===== src/rtl/stable_trend_detector_if.sv =====
// Sample stream in, plateau/trend results out.
// master = sample producer, slave = detector.
interface stable_trend_detector_if #(
  parameter int WIDTH = 6
);
  logic [WIDTH-1:0] sample_in;
  logic             sample_valid;
  logic             stable_pulse;
  logic [WIDTH-1:0] stable_value;
  logic             ref_valid;
  logic             rose;
  logic             fell;
  logic [WIDTH-1:0] delta;

  modport master (
    output sample_in, sample_valid,
    input  stable_pulse, stable_value, ref_valid,
    input  rose, fell, delta
  );

  modport slave (
    input  sample_in, sample_valid,
    output stable_pulse, stable_value, ref_valid,
    output rose, fell, delta
  );
endinterface


===== src/rtl/stable_trend_detector.sv =====
// Plateau detector with hysteretic rise/fall trend
// against the last accepted reference value.
module stable_trend_detector #(
  parameter int WIDTH      = 6,
  parameter int STABLE_LEN = 4,
  parameter int HYST       = 0,
  parameter int REPEAT     = 0
) (
  input logic                   slow,
  input logic                   reset,
  stable_trend_detector_if.slave bus
);

  localparam int RW = (REPEAT > 1) ? $clog2(REPEAT) : 1;
  localparam logic [3:0] RUN_MAX = 4'(STABLE_LEN);
  localparam logic [3:0] RUN_PRE = 4'(STABLE_LEN - 1);
  localparam logic [RW-1:0] RPT_LAST = RW'(REPEAT - 1);
  localparam logic [WIDTH:0] HYST_W = (WIDTH+1)'(HYST);

  logic [WIDTH-1:0] last_sample;
  logic             have_last;
  logic [3:0]       run;
  logic [RW-1:0]    rpt;
  logic [WIDTH-1:0] ref_value;

  logic             eq;
  logic             sat;
  logic             hit_repeat;
  logic             hit;
  logic [WIDTH:0]   d_full;
  logic             big;
  logic             up;
  logic             down;

  always_comb begin
    eq  = have_last && (bus.sample_in == last_sample);
    sat = (run == RUN_MAX);
    hit_repeat = (REPEAT > 0) && eq && sat
                 && (rpt == RPT_LAST);
    hit = bus.sample_valid
          && ((eq && run == RUN_PRE) || hit_repeat);
    if (bus.sample_in >= ref_value)
      d_full = {1'b0, bus.sample_in} - {1'b0, ref_value};
    else
      d_full = {1'b0, ref_value} - {1'b0, bus.sample_in};
    big  = d_full > HYST_W;
    up   = (bus.sample_in > ref_value) && big;
    down = (bus.sample_in < ref_value) && big;
  end

  always_ff @(posedge slow or posedge reset) begin
    if (reset) begin
      last_sample      <= '0;
      have_last        <= 1'b0;
      run              <= '0;
      rpt              <= '0;
      ref_value        <= '0;
      bus.stable_pulse <= 1'b0;
      bus.stable_value <= '0;
      bus.ref_valid    <= 1'b0;
      bus.rose         <= 1'b0;
      bus.fell         <= 1'b0;
      bus.delta        <= '0;
    end else begin
      bus.stable_pulse <= 1'b0;
      if (bus.sample_valid) begin
        last_sample <= bus.sample_in;
        have_last   <= 1'b1;
        if (eq) begin
          if (!sat)
            run <= run + 4'd1;
          else if (REPEAT > 0)
            rpt <= hit_repeat ? '0 : rpt + RW'(1);
        end else begin
          run <= 4'd1;
          rpt <= '0;
        end
      end
      if (hit) begin
        bus.stable_pulse <= 1'b1;
        bus.stable_value <= bus.sample_in;
        if (!bus.ref_valid) begin
          // first plateau only seeds the reference
          ref_value     <= bus.sample_in;
          bus.ref_valid <= 1'b1;
          bus.rose      <= 1'b0;
          bus.fell      <= 1'b0;
          bus.delta     <= '0;
        end else begin
          bus.delta <= d_full[WIDTH-1:0];
          bus.rose  <= up;
          bus.fell  <= down;
          // small drift keeps comparing to the old reference
          if (up || down)
            ref_value <= bus.sample_in;
        end
      end
    end
  end

endmodule

===== src/flat_wrapper.sv =====
// flat-port wrapper written by rule: the top's interface ports become plain ports
module stable_trend_detector_flat 
#(
  parameter int WIDTH      = 6,
  parameter int STABLE_LEN = 4,
  parameter int HYST       = 0,
  parameter int REPEAT     = 0
)
  (slow, reset, bus_sample_in, bus_sample_valid, bus_stable_pulse, bus_stable_value, bus_ref_valid, bus_rose, bus_fell, bus_delta);
  stable_trend_detector_if #(.WIDTH(WIDTH)) bus_i ();
  input logic slow;
  input logic reset;
  input wire logic [$bits(bus_i.sample_in)-1:0] bus_sample_in;
  input wire logic [$bits(bus_i.sample_valid)-1:0] bus_sample_valid;
  output wire logic [$bits(bus_i.stable_pulse)-1:0] bus_stable_pulse;
  output wire logic [$bits(bus_i.stable_value)-1:0] bus_stable_value;
  output wire logic [$bits(bus_i.ref_valid)-1:0] bus_ref_valid;
  output wire logic [$bits(bus_i.rose)-1:0] bus_rose;
  output wire logic [$bits(bus_i.fell)-1:0] bus_fell;
  output wire logic [$bits(bus_i.delta)-1:0] bus_delta;
  assign bus_i.sample_in = bus_sample_in;
  assign bus_i.sample_valid = bus_sample_valid;
  assign bus_stable_pulse = bus_i.stable_pulse;
  assign bus_stable_value = bus_i.stable_value;
  assign bus_ref_valid = bus_i.ref_valid;
  assign bus_rose = bus_i.rose;
  assign bus_fell = bus_i.fell;
  assign bus_delta = bus_i.delta;
  stable_trend_detector #(.WIDTH(WIDTH), .STABLE_LEN(STABLE_LEN), .HYST(HYST), .REPEAT(REPEAT)) u_core (.slow(slow), .reset(reset), .bus(bus_i));
endmodule

===== config.mk =====
export PLATFORM = sky130hd
export DESIGN_NAME = stable_trend_detector_flat
export DESIGN_NICKNAME = d
export VERILOG_FILES = /design/src/rtl/stable_trend_detector_if.sv /design/src/rtl/stable_trend_detector.sv /design/src/flat_wrapper.sv
export SDC_FILE = /design/constraint.sdc
export NUM_CORES = 1
export LEC_CHECK = 0
export ABC_AREA = 1
export ABC_CLOCK_PERIOD_IN_PS = 3100
export CAP_MARGIN = 20
export CORE_ASPECT_RATIO = 1.25
export CORE_MARGIN = 8
export CORE_UTILIZATION = 56
export DETAILED_ROUTE_END_ITERATION = 10
export PLACE_DENSITY = 0.8
export SLEW_MARGIN = 15
export SYNTH_ARGS = -nofsm -noshare
export SYNTH_HDL_FRONTEND = slang
export SYNTH_SLANG_ARGS = --single-unit

===== constraint.sdc =====
create_clock -name slow -period 3.1 [get_ports slow]
set_clock_uncertainty 0.15 [all_clocks]
set_input_delay 0.465 -clock slow [delete_from_list [all_inputs] [get_ports slow]]
set_output_delay 0.465 -clock slow [all_outputs]
set_load 0.05 [all_outputs]

# Word-level counts from Yosys, hierarchy flattened
# Cells that the tools add are included.
[totals] regBits=33 output_inout_bits=16 word_cells=39
[classes] addsub=3 order_cmp=4 n_eq_ne=5 mux=9 reduce_logical=8
[ops] cell="6-bit two-way mux" n=3
[ops] cell="6-bit by 6-bit subtractor with 7-bit output" n=2
[ops] cell="4-bit two-way mux" n=2
[ops] cell="7-bit by 1-bit > comparator with 1-bit output (second input constant)" n=1
[ops] cell="7-bit two-way mux" n=1
[ops] cell="6-bit equality test" n=1
[ops] cell="6-bit >= comparator" n=1
[ops] cell="6-bit > comparator" n=1
[ops] cell="6-bit < comparator" n=1
[ops] cell="1-bit logical AND" n=5
[ops] cell="4-bit by 1-bit adder with 4-bit output (second input constant)" n=1
[ops] cell="4-bit by 2-bit equality test with 1-bit output (second input constant)" n=1
[ops] cell="4-bit by 3-bit equality test with 1-bit output (second input constant)" n=1
[ops] cell="2-bit != test (second input constant)" n=2
[ops] cell="2-bit AND reduction" n=2
[ops] cell="1-bit two-way mux" n=3
[ops] cell="1-bit logical OR" n=1

# Depth between registers and ports, before layout
[logic_depth] word_depth=7 ltp_mapped=19 ltp_nobuf=18

# Worst setup path after synthesis
# OpenSTA, ideal clock, no wires.
[synth_timing] path_type="input -> register" startpoint="in bus_sample_in[2]" endpoint="reg u_core.ref_value[1]" setup_time_ns=0.117 t_arrival_ns=2.058 required_time_ns=2.833 setup_slack_ns=0.775 cell_stages=17 path_buffers=1 path_cell_list="inv_2 > ha_1 > buf_2 > a21oi_2 > nand2_1 > nand2_2 > nand2_1 > nor2_1 > nand2_1 > nand2_1 > nor2_2 > nand2_2 > o21ai_2 > nand2_4 > nand2_4 > nand2_1 > nand2_1"
[synth_between] elab_chain_len=7
[synth_rtl] item="start, declared" line_no="flat_wrapper.sv:13" source="input wire logic [$bits(bus_i.sample_in)-1:0] bus_sample_in;"
[synth_rtl] item="6-bit by 6-bit subtractor with 7-bit output, or another cell as far along" line_no="stable_trend_detector.sv:45" source="d_full = {1'b0, ref_value} - {1'b0, bus.sample_in};"
[synth_rtl] item="7-bit two-way mux" line_no="stable_trend_detector.sv:42" source="if (bus.sample_in >= ref_value)"
[synth_rtl] item="7-bit by 1-bit > comparator with 1-bit output" line_no="stable_trend_detector.sv:46" source="big = d_full > HYST_W;"
[synth_rtl] item="1-bit logical AND, on equally long branches" line_no="stable_trend_detector.sv:47, stable_trend_detector.sv:48"
[synth_rtl] item="1-bit logical OR" line_no="stable_trend_detector.sv:94" source="if (up || down)"
[synth_rtl] item="2-bit != test (no source line)"
[synth_rtl] item="2-bit AND reduction (no source line) (*)"
[synth_rtl] item="end signal, assigned" line_no="stable_trend_detector.sv:84" source="ref_value <= bus.sample_in;"
[synth_rtl] item="end signal, assigned" line_no="stable_trend_detector.sv:95" source="ref_value <= bus.sample_in;"
[synth_rtl] item="end, declared" line_no="stable_trend_detector.sv:24" source="logic [WIDTH-1:0] ref_value;"
# Mark *: on every way between the ends. The rest lies on a longest branch, timed or not.
# A chain may end at the register's enable or synchronous reset.

# Worst setup path in the final report
[layout_timing] startpoint="in bus_sample_in[4]" endpoint="reg u_core.ref_value[0]"
# The elaborated chain is that of the path after synthesis.

==> results.md <==
* Status: completed
* Worst-path clk slew at 70 ps
* Initial Utilization at 0.583
* PD cells at 378 nW/µm²
* Layout cells sized above 1 at 0.131
* Num ports at 25
* Maximum clock frequency at around 360 MHz
* Clock power share at 0.357
* Cell Area, Synth at 2190 µm²
* Vias in the first global route at ~2100
* Synthesized area per cell at 7.55 µm²
* Worst setup SP type: primary input
* Max-cap violations at 0
* Worst EP required at 3170 ps
* Seq cells post-synth at 33
* RD Place Congestion at 0.943
* Die X at 71.9 µm
* Count of cell types in the netlist at 34
* Clk_lat worst skew at 290 ps
* Cell row count at 25
* Reg power frac at 0.452
* Hpwl dp at around 4000 µm
* Setup TNS at 0 ps
* Tightest Hold Check Type: register to register
* Final-report max-slew violation count at 0
* CTS max path bufs at 2
* CP Launch Point: bus_sample_in[4]
* Top FF cell, synth: dfrtp_1
* Critical Path End Type: register
* WL/cell at 14.0 µm
* Int Power at 0.712 mW
* Largest net degree at the start of global routing at 34
* GRT Overall Usage at 0.182
* PostCTS Resize Cnt at 0
* Post-synth EDFFs at 0
* Vias at 1987
* Post-CTS Setup Inserts at 0
* HP Start: u_core.bus.fell$_DFFE_PP0P_
* Clk sink count at 33
* Setup violators final at 0
* Slew at the pin closest to its max-slew limit at roughly 630 ps
* Port Buf Inserts at 24
* Critical path fanouts, max at 7
* Min Tclk post-route at 2810 ps
* Cell taking the most area after synthesis: dfrtp_1
* GRT Residual Overflow at 0
* Ranking of synthesized cells by area: dfrtp_1 (38%), nand2_1 (15%), ha_1 (8.6%)
* Die Ht at 85.9 µm
* Ys Warns at 0
* TritonCTS clock tree: built
* Ys async rst share at 1.00
* Setup slack, reg-to-reg at 600 ps
* Starting DRT DRC Count at 86
* Net Sw Frac at 0.288
* Num CTS Buffers at 5
* Sequential share of the synthesized area at 0.377
* Via/cell ratio at around 5.4
* Initial antenna violation count at 0
* Maximum vdd ir drop at 0.309 mV
* Period utilization at 0.907
* Mapped Nets at 316
* WP data arrival at 2880 ps
* Mapped Cells at 290
* Lkg Pwr at 1.37 nW
* First drt pass iteration count at 4
* RSZ-0062 raised after global routing: false
* Ant diodes at 0
* Combinational share of power at 0.191
* Fill cells at 309
* Die ar. at 6180 µm²
* H-tree Lvls at 2
* Global-route wire length before repair at 8920 µm
* RR Startpoint: u_core.ref_value[0]$_DFFE_PP0P_
* CTS Hold Bufs at 0
* Total power at 1.00 mW
* Routed wire length at between 5000 and 6000 µm
* CP Class: primary input to register
* Area growth syn-to-layout at 20.9%
* Sw power at 0.288 mW
* CTS root buffer: clkbuf_8
* Slew margin rel. at 0.581
* Routed Antenna Nets at 0
* Final hold viol count at 0
* Fin nets at between 300 and 400
* DRC Markers at 0
* Yosys top cell area share at 0.377
* Core footprint at 3750 µm²
==> metrics by stage <==
step                       util  cells  hold slack [ps]  cell area (µm²)  setup WS (ps)
after global routing      0.705    369              377             2650            101
after detailed placement  0.678    361              323             2540           23.5
final                     0.705    369              333             2650            288
after CTS                 0.705    369              342             2650            322
after floorplan               -    290              311             2190            775
after global placement    0.678    361              318             2540           48.2
==> metal layers <==
layer | share of wire | vias to the layer above | routed length (µm) | track usage
met4 | 0.030 | 0 | 155 | 0.115
met5 | 0 | - | 0 | 0
met1 | 0.40 | 920 | 2070 | 0.183
met2 | 0.53 | 53 | 2750 | 0.328
met3 | 0.041 | 15 | 210 | 0.0420
li1 | - | 999 | - | -
==> logic make-up after synthesis <==
family                   share of synthesized area
AO/OA/AOI/OAI                                0.105
buffers and inverters                       0.0863
flip-flops                                   0.377
adder cells (fa/ha/maj)                      0.104
AND/OR/NAND/NOR                              0.304
XOR/XNOR                                    0.0240
==> sequential cells by signal, indices dropped and copies added, names as in the netlist <==
register	cells
u_core.bus.delta	6
u_core.bus.stable_value	6
u_core.last_sample	6
u_core.ref_value	6
u_core.run	4
u_core.bus.fell	1
u_core.bus.ref_valid	1
u_core.bus.rose	1
u_core.bus.stable_pulse	1
u_core.have_last	1
==> worst paths after layout <==
kind	cells past startpoint	endpoint
max	16	u_core.ref_value[0]$_DFFE_PP0P_
min	2	u_core.bus.fell$_DFFE_PP0P_
min reg2reg	2	u_core.bus.fell$_DFFE_PP0P_
max reg2reg	17	u_core.ref_value[0]$_DFFE_PP0P_
max in group asynchronous	3	u_core.last_sample[1]$_DFFE_PP0P_
min in group asynchronous	3	u_core.ref_value[1]$_DFFE_PP0P_
==> cells in the final DEF, fill, tap and decap left out <==
master / instances
a21boi_0: 1
a21oi_1: 6
a21oi_2: 3
a22o_1: 1
a31oi_1: 1
buf_4: 11
clkbuf_8: 7
clkdlybuf4s50_1: 24
clkinv_1: 1
clkinv_2: 1
dfrtp_1: 33
fa_1: 2
ha_1: 15
inv_1: 36
inv_2: 9
nand2_1: 89
nand2_2: 3
nand2_4: 2
nand3_1: 22
nand3_2: 1
nand3_4: 1
nand3b_1: 1
nand4_1: 3
nor2_1: 11
nor2_2: 2
nor2_8: 1
nor3_1: 4
nor4_1: 3
nor4_2: 1
o2111ai_1: 1
o211ai_1: 1
o21ai_0: 12
o21ai_1: 13
o21ai_2: 1
xnor2_1: 3
xor2_1: 3
==> cells in the mapped netlist, types with 4 or more instances <==
cell type,n
nand2_1,89
inv_1,36
dfrtp_1,33
nand3_1,22
ha_1,15
o21ai_1,13
o21ai_0,12
nor2_1,11
inv_2,9
a21oi_1,6
nor3_1,4
==> critical path, stage by stage <==
cell	delay [ps]
clkdlybuf4s50_1	470
inv_1	80
ha_1	400
nand2_1	90
nand2_1	90
a21oi_2	240
nand3_2	190
nand3b_1	120
nand2_1	90
nor2_2	130
nand2_2	80
o21ai_2	80
nand2_4	110
nand2_4	90
nand2_1	50
nand2_1	90
==> final cells by class <==
type / count / area, µm² / area share
multi-input cells: 207 / 1170 / 0.444
flip-flops and latches: 33 / 826 / 0.312
repair buffers: 35 / 323 / 0.122
inverters: 46 / 173 / 0.0652
clock buffers: 7 / 96.3 / 0.0364
well taps: 40 / 50.0 / 0.0189
clock inverters: 1 / 5.00 / 0.00189
==> power groups by stage <==
stage | logic (mW) | clock network (mW) | registers (mW)
floorplan | 0.115 | 0 | 0.471
global placement | 0.186 | 0 | 0.460
detailed placement | 0.188 | 0 | 0.460
CTS | 0.189 | 0.364 | 0.452
global route | 0.214 | 0.380 | 0.453
finish | 0.191 | 0.357 | 0.452
No activity file was read; power rests on OpenSTA's default activity.
==> patch 1, RTL diff (config.mk and constraints unchanged) <==
Reset style: synchronous (`reset`), changed in one clocked block.
--- a/src/rtl/stable_trend_detector.sv
+++ b/src/rtl/stable_trend_detector.sv
@@ -50,3 +50,3 @@
 
-  always_ff @(posedge slow or posedge reset) begin
+  always_ff @(posedge slow) begin
     if (reset) begin
Check against the original RTL: differs if reset is asserted again (counterexample within 10 cycles, from zero or initial values and one cycle with reset high); with reset held inactive, the same outputs for 10 cycles.
==> patch 1 against the unedited design <==
  * Worst setup slack lost 0.027 ns
  * Routed wire length shrank 12%
  * Non-clock buffer count grew 3
  * Power shrank 12%
  * Hold slack lost 0.019 ns
  * Sequential cell count is the same
  * Synthesized area shrank 6.8%
  * Synthesized cell count is the same
  * Largest cell class unchanged
  * Design area shrank 6.4%
  * Clock power shrank 14%
==> patch 1: results (changes against the unedited design) <==
* Status: finished clean
* Final hold slack at 0.3140 ns (-0.01868 ns)
* Arrival @ worst endpoint at 2.87 ns (about the same)
* Register area share after synthesis at 32.39% (-5.3 points)
* Reg2reg start: u_core.ref_value[0]
* Synth unique cells at 32 (-5.9%)
* Vias in the first global route at 1,846 (-11%)
* FF-to-FF End: u_core.ref_value[5]
* Total number of vias at 1,911 (-3.8%)
* Commonest cells in the netlist: 65 x nand2_1, 38 x inv_1, 33 x dfxtp_1, 32 x a21oi_1, 20 x nand3_1
* Max VDD drop at 0.5659 mV (+83%)
* Reg2reg setup slack at 0.66 ns (+0.06 ns)
* # fillers at 296 (-4.2%)
* RD Place Congestion at 0.8758 (-7.1%)
* Worst slack, placed at -0.006420 ns (-0.02990 ns)
* Final setup fails at 0 (unchanged)
* DP Wirelength at 3614 um (-9.6%)
* Share of cells above drive strength 1 at 11.89% (-1.2 points)
* Met1 Use GR at 16.93% (-1.4 points)
* Worst hold endpoint: u_core.bus.delta[0]
* Routed wire length at 4537 um (-12%)
* First-pass GRT wire length at 7866 um (-12%)
* Placed instance area at 2394 sq um (-5.9%)
* Final #Nets at 353 (-0.28%)
* Worst min-delay path startpoint: u_core.bus.delta[0]
* Deepest clock path buffer count at 2 (unchanged)
* Leak at 1.104 nW (-19%)
* Worst slew pin tran at 0.5075 ns (-0.1185 ns)
* Largest net degree at the start of global routing at 19 (-44%)
* CP max stage delay at 0.49 ns (+0.02 ns)
* Top cells by area, synth: dfxtp_1 32%, nand2_1 12%, ha_1 9.2%
* M3 GR Usage at 3.571% (-0.63 points)
* Critical path fanouts, max at 12 (+5)
* Gr usage total at 15.96% (-2.3 points)
* Met2 global-route usage at 29.14% (-3.7 points)
[patch 1: cell type report]
class / instances / area, sq um / share of cell area, %
Clock buffer: 7 / 76.32 / 3.081
Sequential cell: 33 / 660.6 / 26.67
Timing Repair Buffer: 38 / 345.3 / 13.94
Multi-Input combinational cell: 206 / 1177 / 47.53
Inverter: 43 / 161.4 / 6.515
Clock inverter: 1 / 7.507 / 0.3030
Tap cell: 39 / 48.80 / 1.970
[patch 1: how the worst max path moves through the flow]
stage	startpoint	endpoint	slack, ns	depth (start not counted)
6_report	bus_sample_in[4]	u_core.ref_value[5]	0.26	15
5_1_grt	bus_sample_in[5]	u_core.ref_value[2]	0.03	16
4_1_cts	bus_sample_in[4]	u_core.ref_value[5]	0.29	15
3_5_place_dp	bus_sample_in[4]	u_core.ref_value[5]	-0.006	15
3_3_place_gp	bus_sample_in[4]	u_core.ref_value[4]	0.06	15
2_1_floorplan	bus_sample_in[2]	u_core.ref_value[0]	0.64	16
[patch 1: cells by family (layout without fill, tap and decap cells)]
| kind of cell | count (synthesis) | after routing | share of synthesized area (%) |
|---|---|---|---|
| xor+xnor | 5 | 5 | 2.148 |
| buf+inv | 51 | 89 | 9.878 |
| flops | 33 | 33 | 32.39 |
| fa+ha+maj | 17 | 17 | 11.17 |
| simple gates | 124 | 124 | 28.22 |
| compound gates | 60 | 60 | 16.20 |
[patch 1: worst register-to-register path, stage by stage, from the launching register on]
cell	delay (ns)
dfxtp_1	0.38
inv_1	0.06
ha_1	0.17
inv_1	0.12
fa_1	0.22
nand3_1	0.10
nand2_1	0.12
nand2_1	0.06
nand2_1	0.06
nand3_1	0.11
nand2_1	0.08
nand2_1	0.05
nor2_2	0.09
nand2_2	0.08
o21ai_2	0.07
nand2_2	0.16
a21oi_1	0.19
nor2_1	0.06
[patch 1: report_power, final]
part           total [mW]  switching, mW  internal, mW
Combinational       0.133         0.0785        0.0543
Sequential          0.436        0.00492         0.431
Clock               0.307          0.149         0.159
[patch 1: per-stage QoR]
step	util, %	power [mW]	cells
CTS	71.12	0.8836	367
floorplan	-	0.5317	290
finish	71.12	0.8762	367
global route	71.12	0.9181	367
detailed placement	68.71	0.5776	359
global placement	68.71	0.5752	359
[patch 1: layer usage]
layer / vias up / share of wire, %
li1: 1017 / -
met4: 0 / 1.8
met1: 863 / 44
met2: 23 / 52
met3: 8 / 2.5
met5: - / 0
==> patch 2, RTL diff (config.mk and constraints unchanged) <==
Made on the original files. `WIDTH` is set to 6 in 3 places; all go to 12.
--- a/src/rtl/stable_trend_detector_if.sv
+++ b/src/rtl/stable_trend_detector_if.sv
@@ -3,3 +3,3 @@
 interface stable_trend_detector_if #(
-  parameter int WIDTH = 6
+  parameter int WIDTH = 12
 );
--- a/src/rtl/stable_trend_detector.sv
+++ b/src/rtl/stable_trend_detector.sv
@@ -3,3 +3,3 @@
 module stable_trend_detector #(
-  parameter int WIDTH      = 6,
+  parameter int WIDTH      = 12,
   parameter int STABLE_LEN = 4,
--- a/src/flat_wrapper.sv
+++ b/src/flat_wrapper.sv
@@ -3,3 +3,3 @@
 #(
-  parameter int WIDTH      = 6,
+  parameter int WIDTH      = 12,
   parameter int STABLE_LEN = 4,
Interface: changed (resized bus_delta, bus_sample_in and bus_stable_value); port bits go from 25 to 43. No check against the original RTL was run, so the function may have changed too.
==> patch 2 against the unedited design <==
  * Die area increased by 74%
  * Worst setup slack got worse by 0.15 ns
  * Power rose by 95%
  * Design area rose by 130%
  * Synthesized area increased by 96%
  * Sequential cell count increased by 24
  * Via count rose by 130%
  * Sequential share of layout area fell by 7.8 points
  * Routed wire length grew to 2.8 times the old value
==> patch 2: results (changes against the unedited design) <==
* Reg2reg start: u_core.ref_value[9]
* Port bufs at 42 (+75%)
* Reg power frac at 39.5% (-5.7 points)
* Commonest cells in the netlist: 195 x nand2_1, 91 x inv_1, 57 x dfrtp_1, 36 x o21ai_0, 34 x nand3_1
* Mux cell area share after synthesis at 0% (unchanged)
* Post-Synth XOR/XNOR Area at 2.247% (-0.15 points)
* Met1 Use GR at 26.96% (+8.6 points)
* Final #Nets at 788 (+120%)
* Arrival @ worst endpoint at 3.10 ns (+0.22 ns)
* Largest net degree at the start of global routing at 27 (-21%)
* FF-to-FF End: u_core.ref_value[3]
* Top Layer Used: met4
* CP max stage delay at 0.45 ns (-0.02 ns)
* Initial antenna violation count at 0 (unchanged)
* Vias in the first global route at 4,696 (+130%)
* Met2 global-route usage at 46.65% (+14 points)
* Register area share after synthesis at 33.27% (-4.5 points)
* Min-delay worst type: input pin to async pin
* CP delay by family, top: simple AND/OR/NAND/NOR gates
* Synth unique cells at 39 (+15%)
* Total number of vias at 4,605 (+130%)
* Status: finished clean
* Ys flop type: dfrtp_1
* Routed wire length at 14,600 um (+180%)
* Leak at 3.198 nW (+130%)
* Gr usage total at 26.19% (+7.9 points)
* Compound-gate portion of the synthesized area at 9.454% (-1.0 points)
* Met2 WL at 7584 um (+180%)
* Seq pwr at 0.770 mW (+70%)
* # H-tree levels at 3 (+1)
* Placed instance area at 5475 sq um (+120%)
* Critical path fanouts, max at 8 (+1)
* Met3 Routed Length at 643 um (+210%)
* First-pass GRT wire length at 22,020 um (+150%)
* Crit-path slowest cell: dfrtp_1
* Reg2reg setup slack at 0.14 ns (-0.46 ns)
* Met1 wire length at 5320 um (+160%)
* Clock network power share at 36.5% (+0.8 points)
* Worst-Skew Late Latency at 0.35 ns (+0.06 ns)
* Worst slew pin tran at 0.6151 ns (-0.01088 ns)
* P_int at 1.355 mW (+90%)
* M3 GR Usage at 4.336% (+0.14 points)
* Max VDD drop at 0.3347 mV (+8.3%)
* DR pass1 iterations at 6 (+2)
* Synth Area in Adders at 8.521% (-1.9 points)
* Syn. warnings at 0 (unchanged)
* RD Place Congestion at 0.9810 (+4.1%)
* First DRT Iteration DRCs at 268 (+210%)
* Clock root cell: clkbuf_8
* Share of cells above drive strength 1 at 29.77% (+17 points)
* DP Wirelength at 10,640 um (+170%)
* Top cells by area, synth: dfrtp_1 33%, nand2_1 17%, inv_1 8.0%
* Total CTS buffers at 9 (+4)
* FF-to-FF path depth at 21 (+4)
* Mapped Nets at 641 (+100%)
* Post-synth ARST share at 100.0% (unchanged)
==> patch 2: changes by cell type after synthesis, moves of 14 or more <==
cell     before  now
nand2_1      89  195
inv_1        36   91
dfrtp_1      33   57
o21ai_0      12   36
nor2_1       11   30
nand3_2       1   15
==> patch 2: stage by stage <==
step / cells / setup WS (ns) / hold slack [ns] / utilization, % / TNS [ns]
CTS: 835 / 0.0008291 / 0.3269 / 79.90 / 0
global placement: 814 / -0.4988 / 0.3091 / 73.98 / -6.541
detailed placement: 814 / -0.5191 / 0.3244 / 73.98 / -7.297
global route: 841 / -0.1393 / 0.3527 / 82.28 / -1.336
finish: 841 / 0.1364 / 0.3134 / 82.28 / 0
floorplan: 598 / 0.3750 / 0.3035 / - / 0
==> patch 2: worst max-delay path by stage <==
| stage | startpoint | end | slack (ns) | cells past startpoint |
|---|---|---|---|---|
| final | u_core.ref_value[9] | u_core.ref_value[3] | 0.14 | 21 |
| after detailed placement | bus_sample_in[9] | u_core.ref_value[3] | -0.52 | 20 |
| after floorplan | bus_sample_in[8] | u_core.ref_value[1] | 0.37 | 21 |
| after CTS | bus_sample_in[8] | u_core.ref_value[3] | 0.0008 | 22 |
| after global routing | u_core.ref_value[9] | u_core.ref_value[10] | -0.14 | 21 |
| after global placement | bus_sample_in[9] | u_core.ref_value[1] | -0.50 | 20 |
==> patch 2: cell type report <==
type                       count  area (sq um)
fill                         484          1311
inverter                      96         365.4
clock inverter                 5         56.30
sequential                    57          1426
clock buffer                  10         137.6
tap                           92         115.1
multi-input combinational    433          2664
timing repair buffer         148          1325
==> patch 2: repair_timing <==
| item | CTS | global route |
|---|---|---|
| gates resized for setup | 27 | 46 |
| gates cloned | 3 | 0 |
| setup buffers | 3 | 6 |
| pin swaps | 11 | 14 |
| hold buffers | 0 | 0 |
| setup endpoints to repair | 12 | 15 |
